==> config.mk <==
export PLATFORM = sky130hd
export DESIGN_NAME = serial_adder_seq
export DESIGN_NICKNAME = d
export VERILOG_FILES = /design/src/rtl/serial_adder_seq_pkg.sv /design/src/rtl/serial_adder_seq_fa_cell.sv /design/src/rtl/serial_adder_seq.sv
export SDC_FILE = /design/constraint.sdc
export NUM_CORES = 1
export LEC_CHECK = 0
export ABC_CLOCK_PERIOD_IN_PS = 1170
export CORE_ASPECT_RATIO = 1.4
export CORE_MARGIN = 8
export CORE_UTILIZATION = 40
export DETAILED_ROUTE_END_ITERATION = 10
export PLACE_DENSITY_LB_ADDON = 0.15
export SLEW_MARGIN = 25
export SYNTH_ARGS = -nofsm -noshare
export SYNTH_HDL_FRONTEND = slang
export SYNTH_SLANG_ARGS = --single-unit
export TNS_END_PERCENT = 30
==> constraint.sdc <==
create_clock -name clk -period 1.17 [get_ports clk]
set_input_delay 0.1755 -clock clk [delete_from_list [all_inputs] [get_ports clk]]
set_output_delay 0.1755 -clock clk [all_outputs]
set_load 0.02 [all_outputs]
==> src/rtl/serial_adder_seq_pkg.sv <==
// Shared types and defaults for the bit-serial adder sequencer.
package serial_adder_seq_pkg;

  typedef enum logic [1:0] {
    ST_IDLE = 2'd0,
    ST_RUN  = 2'd1,
    ST_DONE = 2'd2
  } state_e;

  localparam int unsigned DEFAULT_WIDTH = 4;

endpackage

==> src/rtl/serial_adder_seq_fa_cell.sv <==
// Combinational 1-bit full adder stepped by serial_adder_seq.
module fa_cell (
  input  logic a,
  input  logic b,
  input  logic ci,
  output logic s,
  output logic cout
);

  assign s    = a ^ b ^ ci;
  assign cout = (a & b) | (ci & (a ^ b));

endmodule

==> src/rtl/serial_adder_seq.sv <==
// Bit-serial adder: one full-adder step per clock, LSB first, carry held in a flop.
// Optional subtract mode and signed-overflow flag when SERIAL_ADDER_SUB_EN is defined.
module serial_adder_seq
  import serial_adder_seq_pkg::*;
#(
  parameter int unsigned WIDTH = DEFAULT_WIDTH,
  parameter int unsigned CNT_W = $clog2(WIDTH + 1)
) (
  input  logic             clk,
  input  logic             rst,
  input  logic             in_valid,
  output logic             in_ready,
  input  logic [WIDTH-1:0] in_a,
  input  logic [WIDTH-1:0] in_b,
  input  logic             in_cin,
`ifdef SERIAL_ADDER_SUB_EN
  input  logic             in_sub,
  output logic             out_ovf,
`endif
  output logic             out_valid,
  input  logic             out_ready,
  output logic [WIDTH-1:0] out_sum,
  output logic             out_cout,
  output logic             busy
);

  localparam logic [CNT_W-1:0] LAST_BIT = CNT_W'(WIDTH - 1);

  state_e           state_q, state_d;
  logic [WIDTH-1:0] a_q, a_d;
  logic [WIDTH-1:0] b_q, b_d;
  logic [WIDTH-1:0] sum_q, sum_d;
  logic             carry_q, carry_d;
  logic             cout_q, cout_d;
  logic [CNT_W-1:0] cnt_q, cnt_d;
  logic             fa_s, fa_co;
`ifdef SERIAL_ADDER_SUB_EN
  logic             ovf_q, ovf_d;
`endif

  fa_cell u_fa (
    .a    (a_q[0]),
    .b    (b_q[0]),
    .ci   (carry_q),
    .s    (fa_s),
    .cout (fa_co)
  );

  always_comb begin
    state_d = state_q;
    a_d     = a_q;
    b_d     = b_q;
    sum_d   = sum_q;
    carry_d = carry_q;
    cout_d  = cout_q;
    cnt_d   = cnt_q;
`ifdef SERIAL_ADDER_SUB_EN
    ovf_d   = ovf_q;
`endif
    unique case (state_q)
      ST_IDLE: begin
        if (in_valid) begin
          a_d     = in_a;
          b_d     = in_b;
          carry_d = in_cin;
`ifdef SERIAL_ADDER_SUB_EN
          // a - b computed as a + ~b + 1
          if (in_sub) begin
            b_d     = ~in_b;
            carry_d = 1'b1;
          end
`endif
          cnt_d   = '0;
          state_d = ST_RUN;
        end
      end
      ST_RUN: begin
        sum_d   = {fa_s, sum_q[WIDTH-1:1]};
        a_d     = a_q >> 1;
        b_d     = b_q >> 1;
        carry_d = fa_co;
        cnt_d   = cnt_q + CNT_W'(1);
        if (cnt_q == LAST_BIT) begin
          cout_d  = fa_co;
`ifdef SERIAL_ADDER_SUB_EN
          // carry_q is the carry into the MSB on the final step
          ovf_d   = carry_q ^ fa_co;
`endif
          state_d = ST_DONE;
        end
      end
      ST_DONE: begin
        if (out_ready) state_d = ST_IDLE;
      end
      default: state_d = ST_IDLE;
    endcase
  end

  always_ff @(posedge clk or posedge rst) begin
    if (rst) begin
      state_q <= ST_IDLE;
      a_q     <= '0;
      b_q     <= '0;
      sum_q   <= '0;
      carry_q <= 1'b0;
      cout_q  <= 1'b0;
      cnt_q   <= '0;
`ifdef SERIAL_ADDER_SUB_EN
      ovf_q   <= 1'b0;
`endif
    end else begin
      state_q <= state_d;
      a_q     <= a_d;
      b_q     <= b_d;
      sum_q   <= sum_d;
      carry_q <= carry_d;
      cout_q  <= cout_d;
      cnt_q   <= cnt_d;
`ifdef SERIAL_ADDER_SUB_EN
      ovf_q   <= ovf_d;
`endif
    end
  end

  assign in_ready  = (state_q == ST_IDLE);
  assign out_valid = (state_q == ST_DONE);
  assign busy      = (state_q == ST_RUN);
  assign out_sum   = sum_q;
  assign out_cout  = cout_q;
`ifdef SERIAL_ADDER_SUB_EN
  assign out_ovf   = ovf_q;
`endif

endmodule
==> flow_summary.json <==
{
  "status": "finished, violations left",
  "violations": "negative setup slack",
  "grt_usage_pct": 10.5,
  "max_freq_mhz": 740,
  "ys.flop_type": "dfrtp_1",
  "overflow": 0,
  "cp_top_family": "simple AND/OR/NAND/NOR gates",
  "ant_nets": 0,
  "ys_ff_latch": 19,
  "setup_viol": 21,
  "whs_ns": 0.194,
  "relSlewSlack_pct": 77.0,
  "ios": 21,
  "root_buffer": "clkbuf_4",
  "die_y_microns": 72.9,
  "die_area_sq_um": 4120,
  "fin_skew_ns": 0.00112,
  "final_area_sq_um": 1350,
  "min_path_type": "input pin to async pin",
  "synth_top_area_share_pct": 51.5,
  "crit_start": "state_q[1]",
  "wl_microns": 1970,
  "grt_max_degree": 20,
  "slew_viol_final": 0,
  "yosys.area.top_type": "dfrtp_1",
  "row_count": 20,
  "fin_crit_sh_pct": 116,
  "tightestPinTransition_ns": 0.341,
  "htree_num_levels": 1,
  "antenna_cells": 0,
  "drtIter0Drc": 16,
  "rsz0062_at_grt": "true",
  "worstPathArrival_ns": 1.53,
  "cts_tree": "done",
  "clock_latency_ns": 0.28,
  "core_region_area_sq_um": 2180,
  "synth_nets": 92,
  "syn2layout_area_growth_pct": 46.3,
  "seq_area_frac_synth_pct": 51.5,
  "slowest_delay_ns": 0.52,
  "dr.pass1.iters": 4,
  "cp.required_ns": 1.35,
  "final_hold_viol_count": 0,
  "clk_pin_slew_ns": 0.10,
  "drv_cap": 0,
  "antenna_found_initial": 0,
  "start_kind": "flip-flop",
  "ys_async_sr_fraction_pct": 100,
  "place_ws_ns": -0.305,
  "path_cells": "buf_6 -> or4b_1 -> o221a_2",
  "clkSinkCount": 19,
  "leakagePower_nw": 0.620,
  "synth_edf_count": 0,
  "hpwlAfterDp_microns": 1530,
  "cpMaxStageDelayCell": "or4b_1",
  "routabilityCongestion": 0.772,
  "die_width_microns": 56.6,
  "crit_fanout": 6,
  "end_kind": "flip-flop",
  "yosysUniqueCellTypes": 28,
  "finalPower_mw": 3.73,
  "rr_startpoint": "state_q[1]",
  "path_class": "flip-flop to flip-flop",
  "start_util_pct": 42.4,
  "via_per_inst": 5.25,
  "port-buffer-count": 20,
  "grt_pass1_wl_microns": 3500,
  "cts_buffer_depth": 2,
  "drcViolationCount": 0,
  "syn_area_sq_um": 923,
  "grt_pass1_vias": 804,
  "num_vias": 714,
  "synth.area.top_cells": "dfrtp_1 51%, mux2_2 6.1%, a221oi_1 3.8%",
  "wl_per_cell_microns": 14.5,
  "p_per_area_nw_per_um2": 2760,
  "drive_gt1_share_pct": 44.7,
  "crit_buf_inv": 1,
  "period_minus_slack_ns": 1.35,
  "synth-warning-count": 0,
  "syn_inst": 76,
  "dpl-instance-area_sq_um": 1270,
  "irDropWorstVdd_v": 0.00182,
  "cts_inserted_buffers": 3,
  "syn-mean-instance-area_sq_um": 12.1,
  "setup_slack_ns": -0.182,
  "nets": 131
}
-- cells in the final DEF (no fill, tap or decap), drive strengths merged --
| master | Yosys | final |
|---|---|---|
| a21oi | 1 | 1 |
| a221o | 1 | 1 |
| a221oi | 4 | 4 |
| a22o | 1 | 1 |
| a32o | 1 | 1 |
| and2 | 1 | 1 |
| buf | 5 | 25 |
| clkbuf | 1 | 7 |
| clkdlybuf4s50 | 0 | 12 |
| dfrtp | 19 | 19 |
| fa | 1 | 1 |
| ha | 2 | 2 |
| inv | 8 | 8 |
| mux2 | 5 | 5 |
| mux2i | 1 | 1 |
| nand2b | 4 | 4 |
| nand3b | 1 | 1 |
| nor2 | 5 | 5 |
| nor3b | 1 | 1 |
| nor4b | 4 | 4 |
| o21ai | 1 | 1 |
| o21ba | 1 | 1 |
| o21bai | 1 | 1 |
| o221a | 3 | 3 |
| o22ai | 1 | 1 |
| or4b | 3 | 3 |
-- synth_stat cells (2+ instances only) --
cell      count
a221oi_1      4
buf_2         2
buf_6         2
dfrtp_1      19
ha_1          2
inv_1         7
mux2_2        5
nand2b_1      4
nor2_1        5
nor4b_1       4
o221a_2       3
or4b_1        3
-- power breakdown --
part / internal [mW] / leakage [nW] / switching, mW
sequential: 0.983 / 0.225 / 0.234
clock: 0.132 / 0.0150 / 0.186
combinational: 1.27 / 0.380 / 0.935
total: 2.38 / 0.620 / 1.35
-- flip-flops by register name, summed over array words and instances (netlist names) --
signal,cells
carry_q,1
a_q,4
out_sum,4
state_q,2
out_cout,1
cnt_q,3
b_q,4
-- metrics by stage --
step	instances	setup TNS (ns)	util (%)
after floorplan	76	-0.312	-
after global placement	130	-3.39	58.4
after detailed placement	130	-3.55	58.4
after CTS	135	-1.68	62.0
after global routing	136	-2.85	62.1
final	136	-1.73	62.1
-- final cells by class --
| type | instances | area [sq um] |
|---|---|---|
| Fill cell | 196 | 826 |
| Sequential cell | 19 | 478 |
| Multi-Input combinational cell | 43 | 430 |
| Timing Repair Buffer | 40 | 352 |
| Inverter | 8 | 37.5 |
| Tap cell | 22 | 27.5 |
| Clock buffer | 4 | 26.3 |
-- routing by layer --
layer | up-vias | GRT usage [%] | wire length [microns]
met5 | - | 0 | 0
met4 | 0 | 4.83 | 20
met3 | 2 | 2.79 | 67
met2 | 12 | 18.5 | 1040
met1 | 347 | 11.2 | 839
li1 | 353 | - | -
-- path summary, 6_finish.rpt --
path                       slack, ns          to  depth (start not counted)
max reg2reg                    -0.18      a_q[1]                          3
max in group asynchronous       0.76  state_q[0]                          3
max                            -0.18      a_q[1]                          3
min in group clk                0.45  state_q[1]                          2
min                             0.19    out_cout                          3
min reg2reg                     0.49    cnt_q[0]                          1
-- tightest hold or removal path: stages --
cell	delay (ns)
clkdlybuf4s50_1	0.39
inv_1	0.05
buf_4	0.25
-- what timing repair did --
item,4_1_cts,5_1_grt
pin swaps,6,2
endpoints found under the setup margin,25,27
hold buffers,0,0
gates cloned,0,0
gates resized for setup,39,10
buffers inserted,1,1
-- cell families after synthesis --
logic type	count (synthesis)	synth area share [%]
and+or+nand+nor	19	14.1
DFF	19	51.5
AOI/OAI and AO/OA	15	14.2
buffers and inverters	14	8.13
muxes	6	7.18
adders and majority gates	3	4.88
Note: power is estimated with default switching activity, not from simulation.
